$ cat src/rtl/led_pkg.sv
`default_nettype none
// ============================================================================
// Module      : led_pkg
// Description : Shared constants and helpers for the LED PWM output stage.
//               Provides the channel count, the default PWM counter width and
//               the square-law duty helper used by the gamma build.
// Revision    : 1.0 - initial release
// ============================================================================
package led_pkg;

    localparam int LED_N            = 8;
    localparam int PWM_BITS_DEFAULT = 8;

    // Square-law perceptual duty: (level * level) >> bits.
    // Levels wider than 16 bits are not supported by this helper.
    function automatic logic [31:0] gamma_sq(input logic [15:0] level, input int bits);
        logic [31:0] sq;
        sq = {16'h0000, level} * {16'h0000, level};
        return sq >> bits;
    endfunction

endpackage
`default_nettype wire

$ cat src/rtl/led_fade_channel.sv
`default_nettype none
// ============================================================================
// Module      : led_fade_channel
// Description : One LED channel. Holds the brightness level, applies the
//               saturating fade update on each step event and produces the
//               registered PWM bit by comparing the frame counter to the duty.
//               Optional macro LED_PWM_FADER_GAMMA_EN selects a square-law
//               duty curve; otherwise duty equals the level.
// Revision    : 1.0 - initial release
// ============================================================================
module led_fade_channel
    import led_pkg::*;
#(
    parameter int PWM_BITS  = PWM_BITS_DEFAULT,
    parameter int FADE_STEP = 8
) (
    input  logic                clk,
    input  logic                rst_n,
    input  logic                enable,
    input  logic                target,
    input  logic                step,
    input  logic [PWM_BITS-1:0] brightness,
    input  logic [PWM_BITS-1:0] pwm_cnt,
    output logic                led_pwm
);

    // One extra bit of headroom so level + FADE_STEP never wraps.
    localparam logic [PWM_BITS:0]   STEP_AMT  = (PWM_BITS+1)'(FADE_STEP);
    localparam logic [PWM_BITS-1:0] STEP_LO   = STEP_AMT[PWM_BITS-1:0];
    localparam logic [PWM_BITS-1:0] LEVEL_MAX = '1;

    logic [PWM_BITS-1:0] level;
    logic [PWM_BITS-1:0] level_next;
    logic [PWM_BITS-1:0] duty;
    logic [PWM_BITS:0]   sum;
    logic                pwm_next;

`ifdef LED_PWM_FADER_GAMMA_EN
    assign duty = PWM_BITS'(gamma_sq(16'(level), PWM_BITS));
`else
    assign duty = level;
`endif

    // Saturating fade: ramp up toward the brightness cap, or down toward zero.
    always_comb begin
        sum        = {1'b0, level} + STEP_AMT;
        level_next = level;
        if (target) begin
            // Also pulls the level down when the cap drops below it.
            if (sum > {1'b0, brightness}) begin
                level_next = brightness;
            end else begin
                level_next = sum[PWM_BITS-1:0];
            end
        end else begin
            if ({1'b0, level} > STEP_AMT) begin
                level_next = level - STEP_LO;
            end else begin
                level_next = '0;
            end
        end
    end

    // PWM decision: zero is dark, full scale is solid on, else counter vs duty.
    always_comb begin
        pwm_next = 1'b0;
        if (level == LEVEL_MAX) begin
            pwm_next = 1'b1;
        end else if (level != '0) begin
            pwm_next = (pwm_cnt < duty);
        end
    end

    // Level and output registers; disable clears everything on the next edge.
    always_ff @(posedge clk or negedge rst_n) begin
        if (!rst_n) begin
            level   <= '0;
            led_pwm <= 1'b0;
        end else if (!enable) begin
            level   <= '0;
            led_pwm <= 1'b0;
        end else begin
            if (step) begin
                level <= level_next;
            end
            led_pwm <= pwm_next;
        end
    end

endmodule
`default_nettype wire

$ cat src/rtl/led_pwm_fader.sv
`default_nettype none
// ============================================================================
// Module      : led_pwm_fader
// Description : LED output stage. Turns the on/off pattern from the mode
//               drivers into faded PWM drive. Owns the frame counter, the
//               fade-step divider, the frame-boundary target register and the
//               frame_start marker; per-LED work lives in led_fade_channel.
//               Optional macro LED_PWM_FADER_GAMMA_EN selects square-law duty.
// Revision    : 1.0 - initial release
// ============================================================================
module led_pwm_fader
    import led_pkg::*;
#(
    parameter int PWM_BITS  = PWM_BITS_DEFAULT,
    parameter int FADE_STEP = 8,
    parameter int STEP_DIV  = 4
) (
    input  logic                clk,
    input  logic                rst_n,
    input  logic                enable,
    input  logic [LED_N-1:0]    led_in,
    input  logic [PWM_BITS-1:0] brightness,
    output logic [LED_N-1:0]    led_pwm,
    output logic                frame_start
);

    localparam logic [PWM_BITS-1:0] CNT_MAX = '1;
    localparam int                  SC_W    = (STEP_DIV > 1) ? $clog2(STEP_DIV) : 1;
    localparam logic [SC_W-1:0]     SC_LAST = SC_W'(STEP_DIV - 1);

    logic [PWM_BITS-1:0] pwm_cnt;
    logic [SC_W-1:0]     step_cnt;
    logic [LED_N-1:0]    target;
    logic                frame_end;
    logic                step_evt;

    assign frame_end = enable && (pwm_cnt == CNT_MAX);
    assign step_evt  = frame_end && (step_cnt == SC_LAST);

    // Free-running frame counter, parked at zero while disabled.
    always_ff @(posedge clk or negedge rst_n) begin
        if (!rst_n) begin
            pwm_cnt <= '0;
        end else if (!enable) begin
            pwm_cnt <= '0;
        end else begin
            pwm_cnt <= pwm_cnt + PWM_BITS'(1);
        end
    end

    // Counts frame ends; the wrap is the fade step event.
    always_ff @(posedge clk or negedge rst_n) begin
        if (!rst_n) begin
            step_cnt <= '0;
        end else if (!enable) begin
            step_cnt <= '0;
        end else if (frame_end) begin
            step_cnt <= step_evt ? '0 : step_cnt + SC_W'(1);
        end
    end

    // Target is only sampled at the frame boundary so mid-frame glitches vanish.
    always_ff @(posedge clk or negedge rst_n) begin
        if (!rst_n) begin
            target <= '0;
        end else if (!enable) begin
            target <= '0;
        end else if (frame_end) begin
            target <= led_in;
        end
    end

    // Registered alongside led_pwm, so it marks the output cycle driven by pwm_cnt==0.
    always_ff @(posedge clk or negedge rst_n) begin
        if (!rst_n) begin
            frame_start <= 1'b0;
        end else begin
            frame_start <= enable && (pwm_cnt == '0);
        end
    end

    for (genvar i = 0; i < LED_N; i++) begin : g_channel
        led_fade_channel #(
            .PWM_BITS  (PWM_BITS),
            .FADE_STEP (FADE_STEP)
        ) u_channel (
            .clk        (clk),
            .rst_n      (rst_n),
            .enable     (enable),
            .target     (target[i]),
            .step       (step_evt),
            .brightness (brightness),
            .pwm_cnt    (pwm_cnt),
            .led_pwm    (led_pwm[i])
        );
    end

endmodule
`default_nettype wire

$ cat config.mk
export PLATFORM = sky130hd
export DESIGN_NAME = led_pwm_fader
export DESIGN_NICKNAME = d
export VERILOG_FILES = /design/src/rtl/led_pkg.sv /design/src/rtl/led_fade_channel.sv /design/src/rtl/led_pwm_fader.sv
export SDC_FILE = /design/constraint.sdc
export NUM_CORES = 1
export LEC_CHECK = 0
export CAP_MARGIN = 30
export CORE_MARGIN = 4
export CORE_UTILIZATION = 55
export DETAILED_ROUTE_END_ITERATION = 10
export HOLD_SLACK_MARGIN = 0.1
export PLACE_DENSITY = 0.73
export SYNTH_ARGS = -nofsm -noshare
export SYNTH_HDL_FRONTEND = slang
export SYNTH_SLANG_ARGS = --single-unit
$ cat constraint.sdc
create_clock -name clk -period 3.85 [get_ports clk]
set_input_delay 0.385 -clock clk [delete_from_list [all_inputs] [get_ports clk]]
set_output_delay 0.385 -clock clk [all_outputs]
set_load 0.01 [all_outputs]
== Word level (Yosys, flattened, before mapping) ==
Index checks and enable logic that the tools add are counted.

* $lt $le $gt $ge: 24
* Reductions and logical operators: 12
* Add/sub/neg operators: 18
* Equality and inequality tests: 12
* Muxes and demuxes: 70

{| class="wikitable"
|+ Operators with widths
! operator !! count
|-
| $mux W8 || 43
|-
| $add A8 B4 Y9 const B || 8
|-
| $eq A8 B8 Y1 const B || 9
|-
| $gt A9 B8 Y1 || 8
|-
| $gt A8 B4 Y1 const B || 8
|-
| $lt A8 B8 Y1 || 8
|-
| $reduce_bool A8 Y1 || 8
|-
| $sub A8 B4 Y8 const B || 8
|-
| $mux W1 || 24
|-
| $add A8 B1 Y8 const B || 1
|-
| $logic_not A8 Y1 || 1
|-
| $mux W2 || 3
|-
| $ne A2 B1 Y1 const B || 2
|-
| $logic_and A1 B1 Y1 || 3
|-
| $add A2 B1 Y2 const B || 1
|-
| $eq A2 B2 Y1 const B || 1
|}

* Word-level logic and storage cells: 156
* Output and inout bits: 9
* Input bits: 19
* Register bits: 91

== Logic depth before layout (Yosys ltp) ==
Gate-level depths: netlist (run 1).

* Depth after elaboration: 6
* Gate-level depth with buffers: 13
* Gate-level depth less buffers: 11

== Modules after synthesis ==
Synthesis (run 1) repeated with hierarchy kept, for this count alone.

* Cells, all modules: 1165
* Area, all modules: 9536.6 um2

{| class="wikitable"
|+ By module, submodules not included
! module !! area an instance (um2) !! cells each !! times used !! seq. area each (um2)
|-
| led_fade_channel (g_channel[3].u_channel ...) || 1081.0 || 134 || 4 || 225.2
|-
| led_fade_channel (g_channel[0].u_channel ...) || 1078.5 || 135 || 3 || 225.2
|-
| led_fade_channel (g_channel[2].u_channel) || 1063.5 || 136 || 1 || 225.2
|-
| led_pwm_fader || 913.4 || 88 || 1 || 475.5
|}

== Worst setup path after synthesis (run 1) ==
OpenSTA, ideal clock, no wires.

* Path type: input -> register
* Start: in brightness[6]
* End: reg g_channel[4].u_channel.level[4]
* Setup time: 0.138 ns
* Path buffers: 2
* Arrival time: 2.575 ns
* Stages: 11
* Required time: 3.712 ns
* Setup slack: 1.138 ns
* Cell sequence: clkbuf_1 -> inv_1 -> ha_1 -> a2111oi_0 -> o21a_1 -> a221oi_1 -> or2_1 -> buf_2 -> mux2_1 -> a21oi_1 -> a211oi_1

* Longest elaborated chain between the ends: 5

{| class="wikitable"
|+ Ends and longest elaborated chain
! item !! line !! RTL
|-
| from (decl) || led_pwm_fader.sv:22 || <nowiki>input logic [PWM_BITS-1:0] brightness,</nowiki>
|-
| $gt A9 B8 Y1 || led_fade_channel.sv:50 || <nowiki>if (sum > {1'b0, brightness}) begin</nowiki>
|-
| $mux W8 || led_fade_channel.sv:50 ||
|-
| $mux W8 || led_fade_channel.sv:48 || <nowiki>if (target) begin</nowiki>
|-
| $mux W8 || led_fade_channel.sv:83 || <nowiki>if (step) begin</nowiki>
|-
| $mux W8 || led_fade_channel.sv:79 || <nowiki>end else if (!enable) begin</nowiki>
|-
| to (signal assigned) || led_fade_channel.sv:84 || <nowiki>level <= level_next;</nowiki>
|-
| to (decl) || led_fade_channel.sv:32 || <nowiki>logic [PWM_BITS-1:0] level;</nowiki>
|}

No other way between the ends. The select of a mux whose other input is x is not followed.
A chain may end at the register's enable or synchronous reset.

== Worst setup path after layout (run 1) ==
* Start: reg pwm_cnt[0]
* End: reg g_channel[4].u_channel.level[1]

* Longest elaborated chain between the ends: 4

{| class="wikitable"
|+ Ends and longest elaborated chain
! item !! line !! RTL
|-
| from (decl) || led_pwm_fader.sv:31 || <nowiki>logic [PWM_BITS-1:0] pwm_cnt;</nowiki>
|-
| from (signal assigned) || led_pwm_fader.sv:47 || <nowiki>pwm_cnt <= pwm_cnt + PWM_BITS'(1);</nowiki>
|-
| $eq A8 B8 Y1 || led_pwm_fader.sv:37 || <nowiki>assign frame_end = enable && (pwm_cnt == CNT_MAX);</nowiki>
|-
| $logic_and A1 B1 Y1 || led_pwm_fader.sv:37 ||
|-
| $logic_and A1 B1 Y1 || led_pwm_fader.sv:38 || <nowiki>assign step_evt = frame_end && (step_cnt == SC_LAST);</nowiki>
|-
| $ne A2 B1 Y1 (no source line) || n/a ||
|}

No other way between the ends.

==> out/qor.yml, run 1 <==
power:
  ir_drop_v: 0.0002180
  power_frac_seq_pct: 45.8
  switching_share_pct: 27.07
  powerDensity_nw_per_um2: 225.3
  clockPowerShare_pct: 41.6
  power_frac_comb_pct: 12.6
  leakage_nw: 4.209
  switching_power_uw: 569.7
  power.internal_mw: 1.535
  power_mw: 2.104
sta:
  final_max_slew_viol_count: 0
  setup_violations: 0
  slew_headroom_pct: 40.03
  finalCriticalPeriod_ps: 3189
  fmax_mhz: 313.6
  hold_viol: 0
  tightest_slew_ps: 899.5
  grt_setup_unrepaired: "no"
  fin_crit_sh_pct: 82.83
  fin_tns_setup_ps: 0
  finalClockSkew_ps: 11.93
routing:
  post-route-drc-count: 0
  wl_per_cell_um: 20.35
  finalWirelength_mm: 24.99
  ant_nets: 0
  vias_per_cell: 6.414
  drt_iter0_markers: 631
  dr.pass1.iters: 5
  vias: 7876
logic_synthesis:
  ys.flop_type: "dfrtp_1"
  synth_top_family_by_area: "compound AO/OA/AOI/OAI gates"
  synth_edf_count: 0
  async_flop_share_pct: 100.0
  synth_area_per_cell_um2: 8.429
  synthAdderAreaFrac_pct: 20.37
  synth_cell_types: 70
  ys_seq_area_share_pct: 26.67
  synth-compound-area-share_pct: 21.50
  synth_warnings: 0
  syn-num-nets: 1171
  yosys.area_share.simple_pct: 17.66
  synthCells: 1013
  netlist_area_um2: 8538
  synthXorXnorAreaFrac_pct: 4.001
  synthMuxAreaShare_pct: 3.605
  ys_ff_latch: 91
global_route:
  grt_pass1_wl_mm: 40.14
  grt_max_degree: 67
  grt_use_met1_pct: 39.45
  grt_usage_pct: 28.92
  overflow: 0
  grt_pass1_vias: 7469
  grt_busiest_layer: "met2"
  met2_usage_pct: 43.96
  met3_usage_pct: 6.160
  antenna_found_initial: 0
worst_setup_path:
  crit_fanout: 14
  required_ps: 4150
  arrival_ps: 3490
  reg2reg_depth: 7
  r2r_slack_ps: 660
  crit_type: "flop to flop"
  cp-start-kind: "flop"
  endpoint_kind: "flop"
  rr_endpoint: "g_channel[4].u_channel.duty[1]"
  rr_startpoint: "pwm_cnt[0]"
run_status:
  outcome: "complete, no violations"
clocking:
  cts_buffers: 9
  postCtsSetupBuffers: 0
  cts_tree: "built"
  ctsRootBufferMaster: "clkbuf_16"
  hold_buffers: 0
  clk_latency_ps: 360
  cts_resized: 0
  cts.sinks: 91
  htree_levels: 3
  cts_buffer_depth: 2
  clk_pin_slew_ps: 70
final_layout:
  syn_to_final_growth_pct: 9.379
  antenna_cells: 0
  final_cell_mix: "139 x ha_1, 91 x dfrtp_1, 82 x inv_1, 70 x o21ai_0, 69 x nand2_1"
  final_nets: 1193
  layout_commonest_cell: "ha_1"
  drive_gt1_share_pct: 5.865
hold_path:
  hold_path_class: "input pin to asynchronous set/reset pin"
placement:
  portBuffers: 27
  gp_congestion: 0.8868
  dp_hpwl_mm: 17.65
die:
  die_x_um: 132.6
  core_um2: 15200
  fp.dieH_um: 132.6
  num_io_pins: 28
  die_area_um2: 17580
  std_cell_rows: 45
  initial_core_util_pct: 56.16
run:
  drv_cap: 0
registers in the layout (all words and copies together), names as in the netlist:
signal and flops:
target 8, g_channel.u_channel.led_pwm 8, step_cnt 2, frame_start 1
pwm_cnt 8, g_channel.u_channel.duty 64
metal layers:
metal / vias to the layer above / share of wire (%)
li1: 3781 / -
met1: 3679 / 43
met2: 335 / 43
met3: 81 / 8.8
met4: 0 / 4.9
met5: - / 0
metrics by stage:
| stage | setup slack [ps] | instances | utilization (%) | hold slack, ps | area (um2) |
|---|---|---|---|---|---|
| floorplan | 1138 | 1013 | - | 89.41 | 8538 |
| global placement | 632.8 | 1212 | 59.57 | 512.2 | 9056 |
| detailed placement | 616.6 | 1212 | 59.57 | 530.2 | 9056 |
| CTS | 792.7 | 1228 | 61.43 | 180.0 | 9339 |
| global route | 540.8 | 1228 | 61.43 | 211.9 | 9339 |
| finish | 660.9 | 1228 | 61.43 | 141.6 | 9339 |
worst max-delay path, stage by stage, from the launching register on:
cell and delay (ps):
dfrtp_1 610, ha_1 310, nand2_1 180, nor3_2 540
and2_1 490, nor2_2 270, nor2_1 480, a22o_1 240
power groups by stage:
stage / Sequential (mW) / Clock (mW) / Combinational [mW]
4_1_cts: 0.963 / 0.894 / 0.263
2_1_floorplan: 0.985 / 0 / 0.133
3_5_place_dp: 0.981 / 0 / 0.260
3_3_place_gp: 0.982 / 0 / 0.257
6_report: 0.963 / 0.875 / 0.266
5_1_grt: 0.963 / 0.927 / 0.294
cells in the mapped netlist (all sizes together), types with 3 or more instances:
master / number / area share [%]
o2111ai: 4 / 0.41
nand4: 16 / 1.2
a21o: 23 / 2.0
or3: 6 / 0.44
dfrtp: 91 / 27
o21bai: 7 / 0.62
nor4: 16 / 1.3
mux2i: 24 / 2.8
and2: 8 / 0.62
nor2: 58 / 2.6
a221o: 6 / 0.70
a21oi: 58 / 3.4
clkbuf: 26 / 1.2
nor2b: 3 / 0.22
or2: 3 / 0.22
a22o: 4 / 0.41
nor3: 35 / 2.1
a32o: 8 / 0.94
o21ai: 83 / 4.9
a31oi: 9 / 0.66
inv: 83 / 3.6
a211oi: 16 / 1.5
xnor2: 28 / 2.9
nor4b: 3 / 0.31
o31ai: 9 / 0.79
xor2: 11 / 1.1
a221oi: 4 / 0.41
buf: 20 / 1.4
a211o: 5 / 0.51
nand2b: 11 / 0.81
nand3: 53 / 3.2
o22ai: 8 / 0.59
and3: 11 / 0.81
or4: 5 / 0.44
nand2: 69 / 3.0
mux2: 6 / 0.79
o21a: 8 / 0.70
ha: 139 / 20
a21boi: 8 / 0.70
o211ai: 6 / 0.53
cell families (layout without fill, tap and decap cells):
logic type / Yosys count / in the layout
flops: 91 / 91
fa+ha+maj: 139 / 139
mux: 30 / 30
xor+xnor: 39 / 39
simple gates: 302 / 302
buf+inv: 129 / 156
compound gates: 283 / 283
worst max-delay path by stage:
stage / depth (start not counted) / slack [ps] / startpoint / endpoint
after CTS: 7 / 790 / pwm_cnt[0] / g_channel[6].u_channel.duty[0]
after floorplan: 11 / 1140 / brightness[6] / g_channel[4].u_channel.duty[4]
final: 7 / 660 / pwm_cnt[0] / g_channel[4].u_channel.duty[1]
after global routing: 11 / 540 / g_channel[6].u_channel.duty[3] / g_channel[6].u_channel.duty[5]
after global placement: 10 / 630 / brightness[6] / g_channel[6].u_channel.duty[5]
after detailed placement: 10 / 620 / brightness[6] / g_channel[6].u_channel.duty[5]
cell type report:
class                      instances  area, um2
fill                            1360       5863
multi-input combinational        793       5739
sequential                        91       2277
timing repair buffer              57      493.0
inverter                          83      311.5
clock buffer                      13      260.3
tap                              188      235.2
clock inverter                     3      22.52
Power figures use the tool's default switching activity.
==> run 2: changes to the inputs <==
--- a/config.mk
+++ b/config.mk
@@ -10,7 +10,7 @@
 export CORE_UTILIZATION = 55
 export DETAILED_ROUTE_END_ITERATION = 10
 export HOLD_SLACK_MARGIN = 0.1
-export PLACE_DENSITY = 0.73
+export PLACE_DENSITY = 0.76
 export SYNTH_ARGS = -nofsm -noshare
 export SYNTH_HDL_FRONTEND = slang
 export SYNTH_SLANG_ARGS = --single-unit
==> constraint.sdc (replaced) <==
create_clock -name clk -period 2.72 [get_ports clk]
set_input_delay 0.272 -clock clk [delete_from_list [all_inputs] [get_ports clk]]
set_output_delay 0.272 -clock clk [all_outputs]
set_load 0.01 [all_outputs]
==> run 2 against run 1 <==
Net effect:
- clock power increased by 42%
- the flow now finishes with violations (negative setup slack)
- core utilization increased by 10 points
- worst hold slack improved by 280 ps
- routed wire length increased by 15%
- register-to-register slack got worse by 690 ps
- total power increased by 46%
==> out/qor.yml, run 2 (synthesis gave the netlist of run 1 again) <==
run_status:
  outcome: "finished, violations left"
  failed_checks: "negative setup slack"
final_layout:
  final_nets: 1312
  final_cell_mix: "138 x buf_4, 121 x ha_1, 84 x dfrtp_1, 77 x inv_1, 66 x nand2_1"
  syn_to_final_growth_pct: 27.76
  drive_gt1_share_pct: 22.78
  layout_commonest_cell: "buf_4"
  largest_register_ff_count: 64
  fin_util_pct: 71.75
  antenna_cells: 0
  stdcell_count: 1347
sta:
  finalClockSkew_ps: 18.22
  final_max_slew_viol_count: 0
  finalCriticalPeriod_ps: 2749
  setup_violations: 2
  fin_crit_sh_pct: 101.1
  fin_ws_ps: -29.28
  grt_setup_unrepaired: "yes"
  tightest_slew_ps: 752.8
  slew_headroom_pct: 49.35
  fmax_mhz: 363.7
  hold_viol: 0
global_route:
  grt_usage_pct: 30.61
  grt_pass1_vias: 8214
  grt_max_degree: 55
  grt_pass1_wl_mm: 42.59
  overflow: 0
  antenna_found_initial: 0
clocking:
  clk_pin_slew_ps: 80
  clk_latency_ps: 370
  htree_levels: 3
  cts_tree: "built"
  cts_buffers: 9
  cts_buffer_depth: 2
  cts.sinks: 91
  ctsRootBufferMaster: "clkbuf_16"
die:
  initial_core_util_pct: 56.16
  fp.dieH_um: 132.6
  die_area_um2: 17580
  core_um2: 15200
  num_io_pins: 28
  std_cell_rows: 45
  die_x_um: 132.6
routing:
  finalWirelength_mm: 28.79
  vias: 8766
  post-route-drc-count: 0
  vias_per_cell: 6.508
  drt_iter0_markers: 783
  wl_per_cell_um: 21.37
  ant_nets: 0
  dr.pass1.iters: 7
worst_setup_path:
  crit_type: "flop to flop"
  cp-start-kind: "flop"
  required_ps: 2970
  crit_fanout: 5
  arrival_ps: 3000
  endpoint_kind: "flop"
placement:
  gp_congestion: 0.9822
  portBuffers: 27
  pre_cts_ws_ps: -243.2
  dp_hpwl_mm: 19.17
  placed_cells: 1310
power:
  powerDensity_nw_per_um2: 280.9
  power_mw: 3.064
  leakage_nw: 4.904
  ir_drop_v: 0.0003329
hold_path:
  hold_path_class: "input pin to asynchronous set/reset pin"
run:
  drv_cap: 0
[run 2: final timing paths]
| path | depth (start not counted) | to | slack (ps) | start |
|---|---|---|---|---|
| min in group clk | 3 | target[5] | 520 | led_in[5] |
| max | 12 | g_channel[6].u_channel.duty[4] | -30 | g_channel[6].u_channel.duty[4] |
| max reg2reg | 12 | g_channel[6].u_channel.duty[4] | -30 | g_channel[6].u_channel.duty[4] |
| min reg2reg | 1 | g_channel[6].u_channel.duty[0] | 540 | g_channel[6].u_channel.duty[0] |
| max in group asynchronous | 3 | g_channel[1].u_channel.duty[3] | 1560 | rst_n |
| min | 2 | g_channel[7].u_channel.duty[2] | 430 | rst_n |
[run 2: final cells by class]
| cell class | instances | area [um2] |
|---|---|---|
| fill | 1118 | 4294 |
| clock inverter | 3 | 22.52 |
| tap | 188 | 235.2 |
| sequential | 91 | 2286 |
| clock buffer | 13 | 260.3 |
| multi-input combinational | 793 | 6345 |
| inverter | 83 | 311.5 |
| timing repair buffer | 176 | 1448 |
[run 2: critical path, stage by stage (launching register included)]
cell	delay (ps)
dfrtp_1	430
buf_6	150
nand3_4	100
xnor2_4	260
ha_4	240
a21o_1	170
a221o_1	380
a41oi_4	230
o21ai_4	130
buf_6	140
nand2_4	60
a211oi_2	60
a211o_1	300
[run 2: per-layer routing]
layer | wire length (um) | track usage, % | part of all wire, %
met1 | 11680 | 39.82 | 41
met2 | 13040 | 47.05 | 45
met3 | 2591 | 8.023 | 9.0
met4 | 1478 | 15.65 | 5.1
met5 | 0 | 0 | 0
[run 2: repair_timing]
action                                 CTS  global route
gates resized for setup                 15           105
hold buffers                             1             0
pin swaps                                3            48
setup buffers                            6            15
setup endpoints to repair               21            62
gates cloned                             0             0
endpoints found under the hold margin   37             0
[run 2: stage by stage]
| stage | hold slack, ps | TNS, ps | instance area [um2] |
|---|---|---|---|
| final | 425.2 | -38.89 | 10910 |
| after global routing | 487.0 | -800.9 | 10910 |
| after CTS | 427.0 | -4.504 | 10230 |
| after detailed placement | 282.6 | -4958 | 9817 |
| after global placement | 278.2 | -3886 | 9817 |
| after floorplan | -23.59 | 0 | 8538 |
[run 2: power breakdown]
part / internal, mW / switching (mW)
Combinational: 0.192 / 0.267
Clock: 0.671 / 0.573
Sequential: 1.36 / 0.00261
Total: 2.22 / 0.843
